<file path="src/rtl/mbus_arbiter.sv">
// Two-master round-robin arbiter for the shared 32-bit memory bus.
// Grants are decoded from registered state only; the bus mux follows the granted, requesting master.
module mbus_arbiter #(
  parameter int WIDTH     = 32,
  parameter int BURST_MAX = 8
) (
  input  logic             clk,
  input  logic             reset,
  input  logic             m0_req,
  input  logic [WIDTH-1:0] m0_addr,
  input  logic [WIDTH-1:0] m0_dout,
  input  logic             m0_wen,
  input  logic             m0_lock,
  output logic             m0_gnt,
  input  logic             m1_req,
  input  logic [WIDTH-1:0] m1_addr,
  input  logic [WIDTH-1:0] m1_dout,
  input  logic             m1_wen,
  input  logic             m1_lock,
  output logic             m1_gnt,
  output logic [WIDTH-1:0] m_din,
  output logic [WIDTH-1:0] mbus_aout,
  output logic [WIDTH-1:0] mbus_dout,
  output logic             mbus_wen,
  input  logic [WIDTH-1:0] mbus_din,
  output logic [1:0]       owner
);

  localparam int CW = $clog2(BURST_MAX + 1);
  localparam logic [CW-1:0] CNT_MAX  = CW'(BURST_MAX);
  localparam logic [CW-1:0] CNT_LAST = CW'(BURST_MAX - 1);

  typedef enum logic [1:0] {
    IDLE = 2'b00,
    OWN0 = 2'b01,
    OWN1 = 2'b10
  } state_t;

  state_t        state_q, state_d;
  logic          last_q, last_d;
  logic [CW-1:0] cnt_q, cnt_d;

  logic gnt0_s, gnt1_s;
  logic xfer0_s, xfer1_s;
  logic burst_done_s;

  // Grant decode and transfer qualification; reset low kills grants in the same cycle.
  always_comb begin
    gnt0_s       = (state_q == OWN0) & reset;
    gnt1_s       = (state_q == OWN1) & reset;
    xfer0_s      = gnt0_s & m0_req;
    xfer1_s      = gnt1_s & m1_req;
    burst_done_s = (cnt_q >= CNT_LAST);
    m0_gnt       = gnt0_s;
    m1_gnt       = gnt1_s;
    owner        = {gnt1_s, gnt0_s};
    m_din        = mbus_din;
  end

  // Bus mux: drive the owner's fields only on a transfer cycle, zeros otherwise.
  always_comb begin
    mbus_aout = {WIDTH{1'b0}};
    mbus_dout = {WIDTH{1'b0}};
    mbus_wen  = 1'b0;
    if (xfer0_s) begin
      mbus_aout = m0_addr;
      mbus_dout = m0_dout;
      mbus_wen  = m0_wen & reset;
    end else if (xfer1_s) begin
      mbus_aout = m1_addr;
      mbus_dout = m1_dout;
      mbus_wen  = m1_wen & reset;
    end else begin
      mbus_aout = {WIDTH{1'b0}};
      mbus_dout = {WIDTH{1'b0}};
      mbus_wen  = 1'b0;
    end
  end

  // Next-state: tie goes to the master that was not granted last; preemption needs contention,
  // no lock, and the owner's BURST_MAX-th transfer (or a saturated counter).
  always_comb begin
    state_d = state_q;
    case (state_q)
      IDLE: begin
        if (m0_req && m1_req) begin
          state_d = last_q ? OWN0 : OWN1;
        end else if (m0_req) begin
          state_d = OWN0;
        end else if (m1_req) begin
          state_d = OWN1;
        end else begin
          state_d = IDLE;
        end
      end
      OWN0: begin
        if (!m0_req) begin
          state_d = m1_req ? OWN1 : IDLE;
        end else if (m1_req && !m0_lock && burst_done_s) begin
          state_d = OWN1;
        end else begin
          state_d = OWN0;
        end
      end
      OWN1: begin
        if (!m1_req) begin
          state_d = m0_req ? OWN0 : IDLE;
        end else if (m0_req && !m1_lock && burst_done_s) begin
          state_d = OWN0;
        end else begin
          state_d = OWN1;
        end
      end
      default: begin
        state_d = IDLE;
      end
    endcase
  end

  // Burst counter and round-robin pointer bookkeeping.
  always_comb begin
    cnt_d  = cnt_q;
    last_d = last_q;
    if (state_d != state_q) begin
      cnt_d = {CW{1'b0}};
      if (state_d == OWN0) begin
        last_d = 1'b0;
      end else if (state_d == OWN1) begin
        last_d = 1'b1;
      end else begin
        last_d = last_q;
      end
    end else if ((xfer0_s || xfer1_s) && (cnt_q != CNT_MAX)) begin
      cnt_d = cnt_q + CW'(1'b1);
    end else begin
      cnt_d = cnt_q;
    end
  end

  // State registers with synchronous active-low reset; last=1 lets master 0 win the first tie.
  always_ff @(posedge clk) begin
    if (!reset) begin
      state_q <= IDLE;
      last_q  <= 1'b1;
      cnt_q   <= {CW{1'b0}};
    end else begin
      state_q <= state_d;
      last_q  <= last_d;
      cnt_q   <= cnt_d;
    end
  end

endmodule

</file>
<file path="config.mk">
export PLATFORM = sky130hd
export DESIGN_NAME = mbus_arbiter
export DESIGN_NICKNAME = d
export VERILOG_FILES = /design/src/rtl/mbus_arbiter.sv
export SDC_FILE = /design/constraint.sdc
export NUM_CORES = 1
export LEC_CHECK = 0
export ABC_AREA = 1
export BUFFER_PORTS_ARGS = -buffer_cell sky130_fd_sc_hd__buf_4
export CAP_MARGIN = 5
export CELL_PAD_IN_SITES_DETAIL_PLACEMENT = 1
export CELL_PAD_IN_SITES_GLOBAL_PLACEMENT = 1
export CORE_ASPECT_RATIO = 0.8
export CORE_MARGIN = 2
export CORE_UTILIZATION = 15
export DETAILED_ROUTE_END_ITERATION = 6
export MAX_ROUTING_LAYER = met4
export PLACE_DENSITY = 0.85
export SLEW_MARGIN = 10
export SYNTH_ARGS = -nofsm -noshare
export SYNTH_HDL_FRONTEND = slang
export SYNTH_SLANG_ARGS = --single-unit
</file>
<file path="constraint.sdc">
create_clock -name clk -period 3.1 [get_ports clk]
set_input_delay 0.155 -clock clk [delete_from_list [all_inputs] [get_ports clk]]
set_output_delay 0.155 -clock clk [all_outputs]
set_load 0.005 [all_outputs]
</file>
; Word-level counts from Yosys, hierarchy flattened
; Cells that the tools add are included.
; W data, S select, Z words.
[totals]
out_inout_bits = 101
regBits = 7
inputBits = 168
[classes]
order_cmp = 1
add_sub_neg = 1
reduce_logical = 13
n_bitwise = 7
eq_ne = 6
mux = 18
[op_table]
columns = cell, count
row1 = $mux W32, 4
row2 = $mux W2, 8
row3 = $and A1 B1 Y1, 6
row4 = $logic_and A1 B1 Y1, 6
row5 = $pmux W2 S3, 1
row6 = $mux W1, 5
row7 = $add A4 B1 Y4 const B, 1
row8 = $eq A2 B1 Y1 const B, 2
row9 = $eq A2 B2 Y1 const B, 2
row10 = $ge A4 B3 Y1 const B, 1
row11 = $ne A4 B4 Y1 const B, 1
row12 = $logic_not A1 Y1, 2
row13 = $logic_not A2 Y1, 1
row14 = $ne A2 B2 Y1, 1
row15 = $reduce_and A2 Y1, 1
row16 = $reduce_bool A2 Y1, 1
row17 = $reduce_or A2 Y1, 1
row18 = $logic_or A1 B1 Y1, 1
row19 = $not A1 Y1, 1

; Depth between registers and ports, before layout
[depth]
ltp_word = 9
ltp_mapped = 13
ltp_nobuf = 13

; Least setup slack after synthesis
; No wires, ideal clock.
[synth_path]
kind = reg2reg
startpoint = register cnt_q[0]
endpoint = register last_q
slack_ns = 1.575
setup_ns = 0.119
required_ns = 2.981
n_path_buf = 0
stages_incl_launch_ff = 13
t_arrival_ns = 1.405
cell_sequence = dfxtp_1 -> ha_1 -> nand2_1 -> nand2_1 -> nand2_1 -> nand2_1 -> nand2_1 -> nand3_1 -> ha_1 -> inv_1 -> nand2_1 -> nand2_1 -> nand3_1
[synth_between]
elab_chain_len = 8
word_cells_on_any_way = 14
classes_between = 1 x order compare / 3 x eq/ne / 6 x mux / 4 x reduce/logical
[synth_rtl]
columns = item, line_no
row1 = from (decl), 41  ; logic [CW-1:0] cnt_q, cnt_d;
row2 = from (signal assigned), 145  ; cnt_q <= {CW{1'b0}};
row3 = from (signal assigned), 149  ; cnt_q <= cnt_d;
row4 = $ge A4 B3 Y1 (*), 53  ; burst_done_s = (cnt_q >= CNT_LAST);
row5 = "$logic_and A1 B1 Y1, on equally long branches", "108, 99"
row6 = "$mux W2, on equally long branches", "108, 99"
row7 = "$mux W2, on equally long branches", "106, 97"
row8 = $pmux W2 S3 (*), 84  ; case (state_q)
row9 = named net state_d[0], 39  ; state_t state_q, state_d;
row10 = $eq A2 B1 Y1 or $eq A2 B2 Y1 (tied branches), "126, 128"
row11 = $reduce_bool A2 Y1 (no source line), -
row12 = $reduce_and A2 Y1 (no source line), -
row13 = to (signal assigned), 148  ; last_q <= last_d;
row14 = to (decl), 40  ; logic last_q, last_d;
; Mark *: on every way through the listed nets, which the timed path passes. The rest lies on a longest branch.
; A chain may end at the register's enable or synchronous reset.

; Worst setup path after layout
[layout_path]
startpoint = register state_q[0]
endpoint = output mbus_dout[9]
[layout_between]
elab_chain_len = 5
word_cells_on_any_way = 8
classes_between = 2 x eq/ne / 2 x mux / 4 x bitwise
[layout_rtl]
columns = item, line_no
row1 = from (decl), 39
row2 = from (signal assigned), 147  ; state_q <= state_d;
row3 = $eq A2 B2 Y1, 50  ; gnt1_s = (state_q == OWN1) & reset;
row4 = $and A1 B1 Y1, 50
row5 = $and A1 B1 Y1, 52  ; xfer1_s = gnt1_s & m1_req;
row6 = $mux W32, 69  ; end else if (xfer1_s) begin
row7 = $mux W32 (*), 65  ; if (xfer0_s) begin
row8 = to (decl), 23  ; output logic [WIDTH-1:0] mbus_dout,
; Every way passes the cells marked *; elsewhere a longest branch is shown, timed or not.

==> out/qor.txt <==
Final period utilization - 68.27%
GR met1 Demand/Resource - 17.61%
Post-DP HPWL - 7472 µm
R2R cell count - 7
Initial antenna violation count - 0
Row count - 31
TritonCTS sink count - 7
CP required - 2940 ps
Final Setup Violations - 0
Slew Limit Fails - 0
MaxCap Viol Count - 0
Net count, final - 528
Fraction of layout cells with a size suffix above 1 - 60.67%
Design Area, Final - 2856 µm²
Hold_sp - reset
Pleak - 0.001528 µW
Final hold slack - 167.9 ps
Worst-Skew Late Latency - 230 ps
Flop-to-flop setup slack - 1220 ps
R2R Path End - cnt_q[2]$_SDFFE_PP0P_
Syn nets - 364
TritonCTS clock tree - built
Worst Hold Class - in2reg
Ys Warns - 0
DP Area - 2778 µm²
Fin crit period - 2116 ps
Synth-to-layout area growth - 101.5%
Routed length per placed instance - 18.57 µm
Clk buf depth - 2
Mapped cell area - 1418 µm²
Fill cells - 1,122
Die area - 10,250 µm²
Starting Density - 15.55%
Met2 usage - 28.44%
Final WL - 8745 µm
GR Util met3 - 3.271%
Vias in the first global route - 2,109
GRT Total Usage - 15.69%
CTS Root Cell - clkbuf_16
WS Path Type - reg2out
Number of I/O port buffers - 204
Status - finished, final reports clean
CP startpoint kind - flop
DR vias/cell - 4.414
Setup Skew - 1.050 ps
I/O pin count - 269
Arrival time at the worst endpoint - 1960 ps
Residual DRC - 0
Normalized max-slew margin - 53.78%
CTS hold repair buffers - 0
Crit. Startpoint - state_q[0]$_SDFF_PN0_
Post-synthesis register bit count - 7
Worst VDD drop - 0.2768 mV
Worst r2r src - state_q[0]$_SDFF_PN0_
Highest Clock Rate - 472.5 MHz
Number of buffers created by CTS - 3
Global-route wire length before repair - 12,280 µm
Element type at the critical path end - primary output
Worst-path maximum fanout - 67
1st-iter DRT viols - 130
Final hold vios - 0
Post-CTS setup buffers - 0
Seq/Total Area, Yosys - 9.885%
Power density cells - 253.6 nW/µm²
CORE AREA - 9115 µm²
DRT antenna net count - 0
Syn avg cell area - 7.345 µm²
Number of diodes - 0
Largest net degree at the start of global routing - 68
Post-cts gate resize count - 0
Post-synthesis cell count - 193
Overflow after GRT - 0
DR pass1 iterations - 4
H-Tree Depth - 1
Clock slew at reported path FFs - 40 ps
RSZ-0062 raised after global routing - no
Grt peak-use layer - met2
Fin Setup TNS - 0 ps
Die Width - 112.7 µm
Hold Path Depth - 2
Distinct cells, synth - 19
Worst slew pin tran - 693.2 ps
DR vias - 2,079
Hold endpoint - last_q$_SDFFE_PN1P_
Final GP Congestion - 0.7944
Height of the die - 90.95 µm
## cell families after synthesis
| family | Yosys count | synth area share [%] |
|---|---|---|
| AOI/OAI and AO/OA | 73 | 43.60 |
| xor gates and xnor gates | 1 | 0.6179 |
| adders and majority gates | 3 | 2.648 |
| buffers and inverters | 61 | 27.27 |
| DFF | 7 | 9.885 |
| and+or+nand+nor | 48 | 15.98 |
## per-layer routing
layer | vias up | share of wire (%)
li1 | 1001 | -
met1 | 964 | 36
met2 | 100 | 54
met3 | 14 | 7.7
met4 | 0 | 1.6
met5 | - | 0
## where the power goes
| part | switching, µW | total (µW) | internal (µW) |
|---|---|---|---|
| Sequential | 9.46 | 111 | 101 |
| Clock | 50.8 | 222 | 171 |
| Combinational | 164 | 392 | 227 |
| Total | 224 | 725 | 500 |
## area by class of cell
cell class	instances	area [µm²]	share of cell area, %
Timing Repair Buffer	207	1554	54.40
Multi-Input combinational cell	125	890.9	31.19
Tap cell	115	143.9	5.037
Sequential cell	7	140.1	4.906
Clock buffer	4	78.83	2.760
Inverter	13	48.80	1.708
## metrics by stage
stage	instances	setup WS, ps	power (µW)	util, %
after floorplan	193	1575	298.2	-
after global placement	467	1228	497.4	30.47
after detailed placement	467	1177	507.8	30.47
after CTS	471	948.9	733.9	31.34
after global routing	471	819.8	773.5	31.34
final	471	983.7	724.5	31.34
## flip-flops by register name (all words and copies together), names as in the netlist
register	flops
cnt_q	4
last_q	1
state_q	2
## worst max path at each step
stage,endpoint,depth (start not counted),slack (ps)
after floorplan,last_q$_SDFFE_PN1P_,12,1580
after global placement,mbus_dout[24],6,1230
after detailed placement,cnt_q[2]$_SDFFE_PP0P_,7,1180
after CTS,mbus_dout[24],6,950
after global routing,mbus_dout[24],6,820
final,mbus_dout[9],6,980
## synthesized netlist by cell type
cell type  number  area [µm²]
o211ai_1        2       15.01
inv_1          10       37.54
dfxtp_1         7       140.1
ha_1            3       37.54
nand2_1        23       86.33
inv_2           3       11.26
o21ai_0         1       5.000
or2_1           1       6.260
nor3_4          2       32.53
xnor2_1         1       8.760
buf_2           9       45.04
a22o_1         65       569.3
o21ai_2         1       8.760
nor2_1         10       37.54
buf_4          39       292.8
nand3_1         9       45.04
nand4_1         2       12.51
or2_0           1       6.260
a21oi_1         4       20.02
## cell usage in the layout (no fill, tap or decap)
master       n
a21oi_1      4
a22o_1      65
buf_4      207
clkbuf_1     1
clkbuf_16    3
dfxtp_1      7
ha_1         3
inv_1       10
inv_2        3
nand2_1     23
nand3_1      9
nand4_1      2
nor2_1      10
nor3_4       2
o211ai_1     2
o21ai_0      1
o21ai_2      1
or2_0        1
or2_1        1
xnor2_1      1
## worst max-delay path, cell delays in order, from the launching register on
cell	delay (ps)
dfxtp_1	320
inv_1	100
nand2_1	130
nor3_4	130
buf_4	540
a22o_1	300
buf_4	130
Note: power is estimated with default switching activity, not from simulation.
